--- config.mk ---
export PLATFORM = sky130hd
export DESIGN_NAME = disp_scan_ctrl
export DESIGN_NICKNAME = d
export VERILOG_FILES = /design/src/rtl/disp_scan_ctrl.sv
export SDC_FILE = /design/constraint.sdc
export NUM_CORES = 1
export LEC_CHECK = 0
export CORE_MARGIN = 2
export CORE_UTILIZATION = 61
export CTS_BUF_LIST = sky130_fd_sc_hd__clkbuf_8
export CTS_CLUSTER_DIAMETER = 40
export CTS_CLUSTER_SIZE = 20
export DETAILED_ROUTE_END_ITERATION = 8
export PLACE_DENSITY_LB_ADDON = 0.1
export SLEW_MARGIN = 40
export SYNTH_ARGS = -nofsm -noshare
export SYNTH_HDL_FRONTEND = slang
export SYNTH_SLANG_ARGS = --single-unit
--- constraint.sdc ---
create_clock -name clk -period 5.2 [get_ports clk]
set_input_delay 1.04 -clock clk [delete_from_list [all_inputs] [get_ports clk]]
set_output_delay 1.04 -clock clk [all_outputs]
set_load 0.005 [all_outputs]
--- src/rtl/disp_scan_ctrl.sv ---
// disp_scan_ctrl: time-multiplexed 4-digit 7-segment display driver.
// Scans four digit slots with a prescaler. Incoming digit words are staged
// in a pending buffer and promoted to the displayed word only on a frame
// edge. Optional leading-zero suppression and per-slot anode dead time are
// applied. Anodes and segments are active low.
module disp_scan_ctrl #(
  parameter int DIV       = 100000,
  parameter int BLANK_CYC = 16
) (
  input  logic        clk,
  input  logic        rst_n,
  input  logic        upd_valid,
  output logic        upd_ready,
  input  logic [15:0] upd_digits,
  input  logic        blank_lz,
  output logic [1:0]  sel,
  output logic [3:0]  digit,
  output logic [6:0]  seg_n,
  output logic [3:0]  an_n,
  output logic        frame_done
);

  localparam int CW = (DIV > 1) ? $clog2(DIV) : 1;

  logic [CW-1:0] cnt;
  logic          tick;
  logic          frame_edge;

  logic [15:0]   active;
  logic [15:0]   pend;
  logic          pend_vld;
  logic          pend_vld_nxt;
  logic          accept;
  logic          apply;

  logic          blank_slot;
  logic          dead;

  // Segment patterns {g,f,e,d,c,b,a}, active low; A-F use the usual A,b,C,d,E,F glyphs.
  function automatic logic [6:0] seg_dec(input logic [3:0] d);
    logic [6:0] s;
    unique case (d)
      4'h0:    s = 7'b1000000;
      4'h1:    s = 7'b1111001;
      4'h2:    s = 7'b0100100;
      4'h3:    s = 7'b0110000;
      4'h4:    s = 7'b0011001;
      4'h5:    s = 7'b0010010;
      4'h6:    s = 7'b0000010;
      4'h7:    s = 7'b1111000;
      4'h8:    s = 7'b0000000;
      4'h9:    s = 7'b0010000;
      4'hA:    s = 7'b0001000;
      4'hB:    s = 7'b0000011;
      4'hC:    s = 7'b1000110;
      4'hD:    s = 7'b0100001;
      4'hE:    s = 7'b0000110;
      default: s = 7'b0001110;
    endcase
    return s;
  endfunction

  assign tick       = (cnt == CW'(DIV - 1));
  assign frame_edge = tick && (sel == 2'd3);

  // Prescaler and slot select; sel wraps 3->0 in its 2 bits.
  always_ff @(posedge clk or negedge rst_n) begin
    if (!rst_n) begin
      cnt <= '0;
      sel <= '0;
    end else if (tick) begin
      cnt <= '0;
      sel <= sel + 2'd1;
    end else begin
      cnt <= cnt + CW'(1);
    end
  end

  // Handshake and frame-edge promotion. upd_ready is only ever 1 while the
  // pending buffer is empty, so an accept and a promotion never coincide.
  always_comb begin
    accept       = upd_valid & upd_ready;
    apply        = frame_edge & pend_vld;
    pend_vld_nxt = pend_vld;
    if (apply) begin
      pend_vld_nxt = 1'b0;
    end else if (accept) begin
      pend_vld_nxt = 1'b1;
    end
  end

  // Double buffer: pending word captured on accept, made active on a frame edge.
  always_ff @(posedge clk or negedge rst_n) begin
    if (!rst_n) begin
      pend      <= '0;
      pend_vld  <= 1'b0;
      upd_ready <= 1'b0;
      active    <= '0;
    end else begin
      if (accept) begin
        pend <= upd_digits;
      end
      if (apply) begin
        active <= pend;
      end
      pend_vld  <= pend_vld_nxt;
      upd_ready <= ~pend_vld_nxt;
    end
  end

  // Nibble for the current slot and leading-zero suppression decision.
  always_comb begin
    digit      = '0;
    blank_slot = 1'b0;
    unique case (sel)
      2'd0: digit = active[3:0];
      2'd1: digit = active[7:4];
      2'd2: digit = active[11:8];
      default: digit = active[15:12];
    endcase
    if (blank_lz) begin
      unique case (sel)
        2'd3:    blank_slot = (active[15:12] == 4'h0);
        2'd2:    blank_slot = (active[15:8]  == 8'h00);
        2'd1:    blank_slot = (active[15:4]  == 12'h000);
        default: blank_slot = 1'b0;
      endcase
    end
  end

  // The anode register loads the new slot in the cycle where cnt==0, so
  // gating while cnt < BLANK_CYC yields exactly BLANK_CYC dark cycles per slot.
  always_comb begin
    dead = (BLANK_CYC > 0) && (int'(cnt) < BLANK_CYC);
  end

  // Registered display outputs, one cycle behind sel.
  always_ff @(posedge clk or negedge rst_n) begin
    if (!rst_n) begin
      seg_n      <= '1;
      an_n       <= '1;
      frame_done <= 1'b0;
    end else begin
      seg_n      <= blank_slot ? 7'h7F : seg_dec(digit);
      an_n       <= dead ? 4'hF : ~(4'b0001 << sel);
      frame_done <= frame_edge;
    end
  end

endmodule

**Word level (Yosys, flattened, before mapping)**

Memory sizes are Yosys's and may differ from the RTL's.
Index checks and enable logic that the tools add are counted.

- Bitwise gates (word level): 4
- Reduce and logical (&&, ||, !) cells: 5
- Add/sub/neg operators: 2
- Equal/unequal tests: 4
- Magnitude comparators: 1
- Shift-type cells: 1
- Mux-type cells: 8

Operator list:

| kind | number |
|---|---|
| $add A17 B1 Y17 const B | 1 |
| $eq A17 B17 Y1 const B | 1 |
| $lt A17 B5 Y1 const B | 1 |
| $mux W17 | 1 |
| $logic_not A12 Y1 | 1 |
| $pmux W4 S3 | 1 |
| $logic_not A8 Y1 | 1 |
| $mux W7 | 1 |
| $eq A2 B2 Y1 const B | 2 |
| $logic_not A4 Y1 | 1 |
| $mux W4 | 1 |
| $not A4 Y4 | 1 |
| $shl A1 B2 Y4 const A | 1 |
| $mux W1 | 3 |
| $pmux W1 S3 | 1 |
| $add A2 B1 Y2 const B | 1 |
| $and A1 B1 Y1 | 2 |
| $eq A2 B1 Y1 const B | 1 |
| $logic_not A2 Y1 | 1 |
| $logic_and A1 B1 Y1 | 1 |
| $not A1 Y1 | 1 |

- Input port bits: 20
- Bits in read-only memories: 112
- Flip-flop bits (word level): 65
- Memories kept: 1

Memory list:

| memory | words | width | read ports | clocked after Yosys merged registers in | write ports | RTL line | RTL |
|---|---|---|---|---|---|---|---|
| (name not given) | 16 | 7 | 1 | 0 | 0 | 42 | `unique case (d)` |

**Longest topological paths before layout**

Gate-level depths: netlist of the first run.

- Word-level depth: 5
- Mapped depth: 11
- Gate-level depth less buffers: 11

**Least setup slack after synthesis of the first run**

OpenSTA, ideal clock, no wires.

- Kind: flip-flop to output port
- Start: reg sel[0]
- End: out digit[2]
- Setup slack: 2.560 ns
- Stages on the path, launching flop included: 6
- Arrival time: 1.600 ns
- Data required time: 4.160 ns
- Cells stage by stage: dfrtp_1 -> inv_1 -> ha_1 -> a222oi_1 -> mux2i_1 -> clkbuf_1

- Longest elaborated chain between the ends: 2

Ends and longest elaborated chain:

| element | RTL line | RTL |
|---|---|---|
| start: declaration | 16 | `output logic [1:0] sel,` |
| start signal: assignment | 73 | `sel <= sel + 2'd1;` |
| $eq A2 B2 Y1 (tied with other cells) | 115 | `unique case (sel)` |
| $pmux W4 S3 * | 115 |  |
| end: declaration | 17 | `output logic [3:0] digit,` |

Every way passes the cells marked *; elsewhere a longest branch is shown, timed or not.

**Worst setup path after layout of the first run**

Ends and elaborated chain as after synthesis.

==> impl_metrics.env, run 1 <==
export IMPL_swShare=0.215
export IMPL_drtAntennaViolNets=0
export IMPL_cts_tree="done"
export IMPL_tightest_slew_ns=0.762
export IMPL_final_nets=327
export IMPL_top_layer="met4"
export IMPL_p_per_area_nw_per_um2=286
export IMPL_grt_overflow=0
export IMPL_synthTopCellsByArea="dfrtp_1 (45%), mux2_2 (10%), dfstp_2 (9.6%), ha_1 (5.4%), mux2_1 (3.0%)"
export IMPL_max_cap_violations=0
export IMPL_dr_total_vias=1994
export IMPL_setup_violations_final=0
export IMPL_cts_root_buf="clkbuf_8"
export IMPL_cts_inserted_buffers=9
export IMPL_internal_power_w=0.000820
export IMPL_syn_cell_area_um2=3020
export IMPL_htreeDepth=3
export IMPL_max_slew_margin=0.492
export IMPL_synth_commonest_cells="dfrtp_1 (54), mux2_2 (28), nand2_1 (19), nor2_1 (15), ha_1 (13)"
export IMPL_cts_hold_buf=0
export IMPL_p_sw_w=0.000225
export IMPL_synth_main_ff_cell="dfrtp_1"
export IMPL_clkPwrFrac=0.395
export IMPL_fin_setup_tns_ns=0
export IMPL_ys_ff_latch=65
export IMPL_synth_area_leader_cell="dfrtp_1"
export IMPL_post_cts_buffers=0
export IMPL_clock_latency_ns=0.33
export IMPL_row_count=25
export IMPL_rsz0062_at_grt="false"
export IMPL_pwr_share_comb=0.063
export IMPL_place_port_buffers=38
export IMPL_synth_distinct_cells=38
export IMPL_vdd_drop_max_mv=0.278
export IMPL_final_hold_viol_count=0
export IMPL_startpoint_type="register"
export IMPL_worstPathArrival_ns=2.65
export IMPL_cts_buffer_depth=2
export IMPL_yosys_area_top_type_share=0.448
export IMPL_io_pins=39
export IMPL_wl_met2_um=2530
export IMPL_synth_most_common_cell="dfrtp_1"
export IMPL_grt_pass1_vias=1928
export IMPL_track_usage=0.221
export IMPL_ys_seq_area_frac=0.543
export IMPL_clock_fmax_mhz=271
export IMPL_yosys_warnings=0
export IMPL_endpoint_kind="output pin"
export IMPL_async_reset_ff_frac=1.00
export IMPL_routed_wl_um=5300
export IMPL_cts_num_sinks=65
export IMPL_synth_cells=251
export IMPL_areaGrowthSynthToFinish_pct=20.8
export IMPL_p_seq_frac=0.542
export IMPL_layout_min_cycle_time_ns=3.69
export IMPL_crit_required_ns=4.16
export IMPL_r2r_slack_ns=2.26
export IMPL_grt_pass1_wl_um=8980
export IMPL_start_util=0.635
export IMPL_hp_class="register to register"
export IMPL_antenna_found_initial=0
export IMPL_wl_per_cell_um=14.5
export IMPL_viasPerCell=5.45
export IMPL_cts_clk_slew_worst_paths_ns=0.07
export IMPL_diodes=0
export IMPL_die_area_um2=5530
export IMPL_drv_slew=0
export IMPL_drtIter0Drc=145
export IMPL_drive_above_1_share=0.201
export IMPL_synth_edff_count=0
export IMPL_min_period_over_period=0.710
export IMPL_p_leak_nw=1.65
export IMPL_dr_pass1_iters=4
export IMPL_status="finished, final reports clean"
export IMPL_drc=0
export IMPL_fp_dieW_um=74.4
export IMPL_power_total_w=0.00104
export IMPL_timing_setup_critical_path_class="register to output pin"
export IMPL_die_h_um=74.4
export IMPL_synth_nets=284
export IMPL_finClkSkew_ns=0.00812
export IMPL_cp_max_fo=12
export IMPL_hpwl_um=3650
export IMPL_grt_max_degree=66
export IMPL_wl_met3_um=195
export IMPL_post_cts_resized=0
export IMPL_wl_met1_um=2470
export IMPL_core_um2=4750
export IMPL_avgSynthCellArea_um2=12.0
export IMPL_place_congestion=0.896
[cell type report]
cell class	instances	area, um2
clock buffer	10	138
clock inverter	6	58.8
multi-input combinational	168	1300
fill	332	1110
tap	67	83.8
timing repair buffer	39	387
sequential	65	1640
inverter	11	41.3
[through the flow]
step | setup WS (ns) | std cells | utilization | cell area (um2) | hold WS (ns)
floorplan | 2.56 | 251 | - | 3020 | 0.454
global placement | 1.91 | 350 | 0.724 | 3440 | 0.470
detailed placement | 1.81 | 350 | 0.724 | 3440 | 0.475
CTS | 1.44 | 366 | 0.766 | 3640 | 0.496
global route | 1.34 | 366 | 0.767 | 3650 | 0.520
finish | 1.51 | 366 | 0.767 | 3650 | 0.491
[path summary, 6_finish.rpt]
path	from	end	cells after the start
worst max register to register	cnt[5]$_DFF_PN0_	active[3]$_DFFE_PN0P_	5
min in group asynchronous	rst_n	cnt[7]$_DFF_PN0_	2
worst max-delay path	sel[0]$_DFFE_PN0N_	digit[2]	5
worst min register to register	pend[8]$_DFFE_PN0P_	active[8]$_DFFE_PN0P_	1
worst min-delay path	pend[8]$_DFFE_PN0P_	active[8]$_DFFE_PN0P_	1
max in group asynchronous	rst_n	active[3]$_DFFE_PN0P_	2
[sequential cells by signal, indices dropped and copies added (netlist names)]
name,count
upd_ready,1
seg_n,7
cnt,17
sel,2
pend,16
an_n,4
pend_vld,1
active,16
frame_done,1
[layer usage]
layer	up-vias	track usage
met2	48	0.344
met5	-	0
met1	962	0.286
met4	0	0.123
li1	975	-
met3	9	0.0528
[worst max-delay path: stages, from the launching register on]
cell,delay (ns)
dfrtp_1,0.43
inv_1,0.13
ha_1,0.27
a222oi_1,0.62
mux2i_2,0.34
clkdlybuf4s50_1,0.53
[cell families after synthesis]
kind of cell	count (synthesis)	share of synthesized area
flip-flops	65	0.543
buffers and inverters	18	0.0278
adder cells (fa/ha/maj)	13	0.0539
AO/OA/AOI/OAI	28	0.0597
XOR/XNOR	12	0.0348
multiplexers	41	0.151
AND/OR/NAND/NOR	74	0.130
[cells in the final DEF (no fill, tap or decap), types with 3 or more instances in the layout]
| cell | synthesis | layout |
|---|---|---|
| xor2_1 | 4 | 4 |
| dfstp_2 | 11 | 11 |
| mux2_2 | 28 | 28 |
| nor4_1 | 3 | 3 |
| a222oi_1 | 3 | 3 |
| clkdlybuf4s50_1 | 0 | 37 |
| a21oi_1 | 7 | 7 |
| ha_1 | 13 | 13 |
| nor2_1 | 15 | 15 |
| and4_1 | 3 | 3 |
| nand2_1 | 19 | 19 |
| and3_1 | 3 | 3 |
| o21ai_0 | 10 | 10 |
| mux2_1 | 8 | 8 |
| dfrtp_1 | 54 | 54 |
| nand4_1 | 4 | 4 |
| clkbuf_8 | 0 | 10 |
| nor3_1 | 4 | 4 |
| nand3_1 | 10 | 10 |
| nand2b_1 | 3 | 3 |
| inv_1 | 11 | 12 |
| xnor2_1 | 8 | 8 |
| mux2i_1 | 5 | 4 |
[power groups by stage]
stage / Sequential [W] / Combinational [W] / Clock (W)
after CTS: 0.000566 / 0.0000682 / 0.000424
after global routing: 0.000571 / 0.0000748 / 0.000444
final: 0.000566 / 0.0000661 / 0.000413
after floorplan: 0.000566 / 0.0000380 / 0
after global placement: 0.000572 / 0.0000644 / 0
after detailed placement: 0.000575 / 0.0000679 / 0
(Power assumes the default switching activity.)
==> inputs of run 2 (changes only) <==
--- a/config.mk
+++ b/config.mk
@@ -6,7 +6,7 @@
 export NUM_CORES = 1
 export LEC_CHECK = 0
 export CORE_MARGIN = 2
-export CORE_UTILIZATION = 61
+export CORE_UTILIZATION = 51
 export CTS_BUF_LIST = sky130_fd_sc_hd__clkbuf_8
 export CTS_CLUSTER_DIAMETER = 40
 export CTS_CLUSTER_SIZE = 20
==> constraint.sdc (replaced) <==
create_clock -name clk -period 3.1 [get_ports clk]
set_input_delay 0.62 -clock clk [delete_from_list [all_inputs] [get_ports clk]]
set_output_delay 0.62 -clock clk [all_outputs]
set_load 0.005 [all_outputs]
==> impl_metrics.env, run 2 (synthesis gave the netlist of run 1 again) <==
export IMPL_worstPathArrival_ns=2.33
export IMPL_timing_setup_critical_path_class="register to output pin"
export IMPL_hp_class="primary input to asynchronous set/reset pin"
export IMPL_cp_slowest_cell="clkdlybuf4s50_1"
export IMPL_top_regs="cnt x17, active x16, pend x16"
export IMPL_die_h_um=80.9
export IMPL_drive_above_1_share=0.211
export IMPL_slowest_delay_ns=0.44
export IMPL_vdd_drop_max_mv=0.325
export IMPL_place_congestion=0.824
export IMPL_cp_num_buf_inv=3
export IMPL_clock_latency_ns=0.34
export IMPL_crit_required_ns=2.48
export IMPL_clock_fmax_mhz=339
export IMPL_viasPerCell=5.26
export IMPL_cts_root_buf="clkbuf_8"
export IMPL_grt_use_met3=0.0400
export IMPL_seq_area_um2=1640
export IMPL_startpoint="sel[0]$_DFFE_PN0N_"
export IMPL_cp_cell_sequence="inv_1 -> ha_1 -> a222oi_1 -> mux2_2 -> inv_1 -> clkdlybuf4s50_1"
export IMPL_finClkSkew_ns=0.0164
export IMPL_drtIter0Drc=110
export IMPL_multi_input_area_um2=1300
export IMPL_path_delay_family="buffers and inverters"
export IMPL_min_period_over_period=0.953
export IMPL_max_cap_violations=0
export IMPL_antenna_found_initial=0
export IMPL_final_core_utilization=0.645
export IMPL_wl_per_cell_um=14.2
export IMPL_fin_setup_tns_ns=0
export IMPL_startpoint_type="register"
export IMPL_areaGrowthSynthToFinish_pct=24.2
export IMPL_use_met2=0.281
export IMPL_drc=0
export IMPL_hpwl_um=3980
export IMPL_top_usage_layer="met2"
export IMPL_routed_wl_um=5400
export IMPL_fp_dieW_um=80.9
export IMPL_nFillCells=486
export IMPL_dr_pass1_iters=4
export IMPL_status="finished, final reports clean"
export IMPL_fin_hold_ws_ns=0.219
export IMPL_place_port_buffers=38
export IMPL_grt_overflow=0
export IMPL_final_cells=379
export IMPL_cts_tree="done"
export IMPL_max_slew_margin=0.575
export IMPL_grt_pass1_vias=1881
export IMPL_setup_violations_final=0
export IMPL_track_usage=0.186
export IMPL_cts_inserted_buffers=9
export IMPL_final_cell_mix="dfrtp_1 (54), clkdlybuf4s50_1 (37), mux2_2 (27), nand2_1 (19), nor2_1 (15)"
export IMPL_rsz0062_at_grt="false"
export IMPL_p_leak_nw=1.71
export IMPL_place_inst=362
export IMPL_layout_commonest_cell="dfrtp_1"
export IMPL_r2r_cells=10
export IMPL_grt_use_met1=0.253
export IMPL_htreeDepth=3
export IMPL_cp_depth=6
export IMPL_diodes=0
export IMPL_cts_buffer_depth=2
export IMPL_crit_path_end="digit[1]"
export IMPL_die_area_um2=6550
export IMPL_p_per_area_nw_per_um2=521
export IMPL_io_pins=39
export IMPL_final_nets=332
export IMPL_cts_num_sinks=65
export IMPL_grt_max_degree=24
export IMPL_largest_reg_flops=17
export IMPL_grt_pass1_wl_um=9110
export IMPL_endpoint_kind="output pin"
export IMPL_layout_min_cycle_time_ns=2.95
export IMPL_r2r_slack_ns=0.54
export IMPL_rr_startpoint="sel[0]$_DFFE_PN0N_"
export IMPL_regMostFlops="cnt"
export IMPL_r2r_end="seg_n[3]$_DFF_PN1_"
export IMPL_cp_max_fo=6
export IMPL_crit_top_cell="inv_1"
export IMPL_dr_total_vias=1993
export IMPL_drtAntennaViolNets=0
export IMPL_start_util=0.519
export IMPL_cts_clk_slew_worst_paths_ns=0.08
export IMPL_drv_slew=0
export IMPL_row_count=28
export IMPL_final_hold_viol_count=0
export IMPL_core_um2=5820
export IMPL_tightest_slew_ns=0.637
[run 2: worst min-delay path by stage]
stage	startpoint	to	slack, ns	depth (start not counted)
5_1_grt	rst_n	cnt[12]$_DFF_PN0_	0.25	1
6_report	rst_n	cnt[6]$_DFF_PN0_	0.22	1
3_3_place_gp	active[12]$_DFFE_PN0P_	active[12]$_DFFE_PN0P_	0.47	1
2_1_floorplan	rst_n	active[0]$_DFFE_PN0P_	0.32	0
4_1_cts	rst_n	cnt[8]$_DFF_PN0_	0.23	1
3_5_place_dp	pend[9]$_DFFE_PN0P_	active[9]$_DFFE_PN0P_	0.48	1
[run 2: metrics by stage]
| step | setup WS, ns | instance area (um2) | power, W |
|---|---|---|---|
| after floorplan | 0.747 | 3020 | 0.00101 |
| after global placement | 0.488 | 3480 | 0.00107 |
| after detailed placement | 0.404 | 3480 | 0.00108 |
| after CTS | 0.0169 | 3740 | 0.00197 |
| after global routing | 0.00484 | 3750 | 0.00203 |
| final | 0.147 | 3750 | 0.00195 |
[run 2: area by class of cell]
class,count,share of cell area
well taps,75,0.0250
inverters,11,0.0110
clock inverters,5,0.0274
multi-input cells,168,0.346
flip-flops and latches,65,0.438
repair buffers,44,0.112
clock buffers,11,0.0404
[run 2: routing by layer]
metal | vias to the layer above | share of wire
met5 | - | 0
met4 | 0 | 0.023
met3 | 12 | 0.039
met2 | 41 | 0.47
met1 | 968 | 0.47
li1 | 972 | -
[run 2: power by group]
group,switching (W),internal [W]
combinational,0.0000378,0.0000736
sequential,0.0000321,0.000914
clock,0.000318,0.000577
total,0.000388,0.00156
[run 2: timing repair]
item | 4_1_cts | 5_1_grt
hold endpoints to repair | 0 | 0
hold buffers | 0 | 0
gates resized for setup | 0 | 1
setup endpoints to repair | 0 | 2
buffers inserted | 0 | 1
==> inputs of run 3 (changes only) <==
--- a/config.mk
+++ b/config.mk
@@ -5,6 +5,7 @@
 export SDC_FILE = /design/constraint.sdc
 export NUM_CORES = 1
 export LEC_CHECK = 0
+export CAP_MARGIN = 20
 export CORE_MARGIN = 2
 export CORE_UTILIZATION = 51
 export CTS_BUF_LIST = sky130_fd_sc_hd__clkbuf_8
@@ -12,6 +13,7 @@
 export CTS_CLUSTER_SIZE = 20
 export DETAILED_ROUTE_END_ITERATION = 8
 export PLACE_DENSITY_LB_ADDON = 0.1
+export SETUP_SLACK_MARGIN = 0.02
 export SLEW_MARGIN = 40
 export SYNTH_ARGS = -nofsm -noshare
 export SYNTH_HDL_FRONTEND = slang
==> impl_metrics.env, run 3 (synthesis gave the netlist of run 1 again) <==
export IMPL_drv_slew=0
export IMPL_fin_hold_ws_ns=0.219
export IMPL_viasPerCell=5.27
export IMPL_max_slew_margin=0.577
export IMPL_drive_above_1_share=0.213
export IMPL_cts_root_buf="clkbuf_8"
export IMPL_grt_pass1_vias=1902
export IMPL_drtAntennaViolNets=0
export IMPL_layout_min_cycle_time_ns=2.94
export IMPL_cp_num_buf_inv=3
export IMPL_place_port_buffers=38
export IMPL_cts_tree="done"
export IMPL_final_cells=380
export IMPL_final_hold_viol_count=0
export IMPL_final_cell_mix="dfrtp_1 (54), clkdlybuf4s50_1 (37), mux2_2 (26), nand2_1 (19), nor2_1 (15)"
export IMPL_p_leak_nw=1.72
export IMPL_htreeDepth=3
export IMPL_die_h_um=80.9
export IMPL_routed_wl_um=5440
export IMPL_slowest_delay_ns=0.45
export IMPL_hp_class="primary input to asynchronous set/reset pin"
export IMPL_place_congestion=0.824
export IMPL_vdd_drop_max_mv=0.325
export IMPL_cp_max_fo=8
export IMPL_largest_reg_flops=17
export IMPL_drc=0
export IMPL_max_cap_violations=0
export IMPL_cts_buffer_depth=2
export IMPL_path_delay_family="buffers and inverters"
export IMPL_hpwl_um=3980
export IMPL_layout_commonest_cell="dfrtp_1"
export IMPL_fp_dieW_um=80.9
export IMPL_crit_top_cell="inv_1"
export IMPL_grt_overflow=0
export IMPL_clock_latency_ns=0.34
export IMPL_top_regs="cnt x17, active x16, pend x16"
export IMPL_endpoint_kind="output pin"
export IMPL_startpoint_type="register"
export IMPL_pre_cts_slack_ns=0.404
export IMPL_cp_cell_sequence="inv_1 -> ha_1 -> a222oi_1 -> mux2_4 -> inv_1 -> clkdlybuf4s50_1"
export IMPL_wl_per_cell_um=14.3
export IMPL_rsz0062_at_grt="true"
export IMPL_finClkSkew_ns=0.0162
export IMPL_regMostFlops="cnt"
export IMPL_cp_slowest_cell="clkdlybuf4s50_1"
export IMPL_tightest_slew_ns=0.632
export IMPL_antenna_found_initial=0
export IMPL_track_usage=0.188
export IMPL_cts_num_sinks=65
export IMPL_grt_max_degree=24
export IMPL_core_um2=5820
export IMPL_p_per_area_nw_per_um2=520
export IMPL_cts_inserted_buffers=9
export IMPL_start_util=0.519
export IMPL_areaGrowthSynthToFinish_pct=24.5
export IMPL_io_pins=39
export IMPL_row_count=28
export IMPL_timing_setup_critical_path_class="register to output pin"
export IMPL_nFillCells=485
export IMPL_clock_fmax_mhz=340
export IMPL_drtIter0Drc=111
export IMPL_final_nets=333
export IMPL_grt_pass1_wl_um=9200
export IMPL_r2r_cells=10
export IMPL_die_area_um2=6550
export IMPL_diodes=0
export IMPL_fin_setup_tns_ns=0
export IMPL_min_period_over_period=0.948
export IMPL_finalWorstSetupSlack_ns=0.161
export IMPL_r2r_end="seg_n[3]$_DFF_PN1_"
export IMPL_dr_total_vias=2004
export IMPL_r2r_slack_ns=0.57
export IMPL_status="finished, final reports clean"
export IMPL_rr_startpoint="sel[0]$_DFFE_PN0N_"
export IMPL_place_inst=362
export IMPL_setup_violations_final=0
export IMPL_cts_clk_slew_worst_paths_ns=0.08
export IMPL_worstPathArrival_ns=2.32
export IMPL_crit_required_ns=2.48
export IMPL_dr_pass1_iters=4
[run 3: how the worst max path moves through the flow]
stage / startpoint / end / cells after the start
6_report: sel[0]$_DFFE_PN0N_ / digit[0] / 6
5_1_grt: sel[0]$_DFFE_PN0N_ / digit[0] / 6
4_1_cts: sel[0]$_DFFE_PN0N_ / digit[0] / 6
3_5_place_dp: sel[0]$_DFFE_PN0N_ / digit[2] / 5
3_3_place_gp: sel[0]$_DFFE_PN0N_ / digit[2] / 5
2_1_floorplan: sel[0]$_DFFE_PN0N_ / seg_n[3]$_DFF_PN1_ / 10
[run 3: per-stage QoR]
step	power (W)	cell area (um2)	util
2_1_floorplan	0.00101	3020	-
3_3_place_gp	0.00107	3480	0.599
3_5_place_dp	0.00108	3480	0.599
4_1_cts	0.00197	3750	0.645
5_1_grt	0.00203	3760	0.647
6_report	0.00195	3760	0.647
[run 3: cell type report]
| cell class | count | area (um2) | share of cell area |
|---|---|---|---|
| Multi-Input combinational cell | 168 | 1300 | 0.346 |
| Inverter | 11 | 41.3 | 0.0110 |
| Clock buffer | 11 | 151 | 0.0403 |
| Timing Repair Buffer | 45 | 428 | 0.114 |
| Clock inverter | 5 | 103 | 0.0273 |
| Tap cell | 75 | 93.8 | 0.0250 |
| Sequential cell | 65 | 1640 | 0.436 |
[run 3: timing repair]
| item | in CTS | in global routing |
|---|---|---|
| setup endpoints to repair | 1 | 2 |
| setup buffers | 2 | 0 |
| resized for setup | 0 | 2 |
| gates cloned | 0 | 0 |
| hold buffers | 0 | 0 |
| pin swaps | 1 | 0 |
[run 3: report_power, final]
group	internal, W	leakage (nW)	switching, W
Combinational	0.0000736	0.775	0.0000377
Sequential	0.000914	0.814	0.0000322
Clock	0.000577	0.131	0.000320
Total	0.00156	1.72	0.000390
[run 3: routing by layer]
| layer | global-route usage | share of wire | up-vias |
|---|---|---|---|
| li1 | - | - | 976 |
| met1 | 0.252 | 0.47 | 971 |
| met2 | 0.288 | 0.47 | 45 |
| met3 | 0.0400 | 0.041 | 12 |
| met4 | 0.0983 | 0.022 | 0 |
| met5 | 0 | 0 | - |
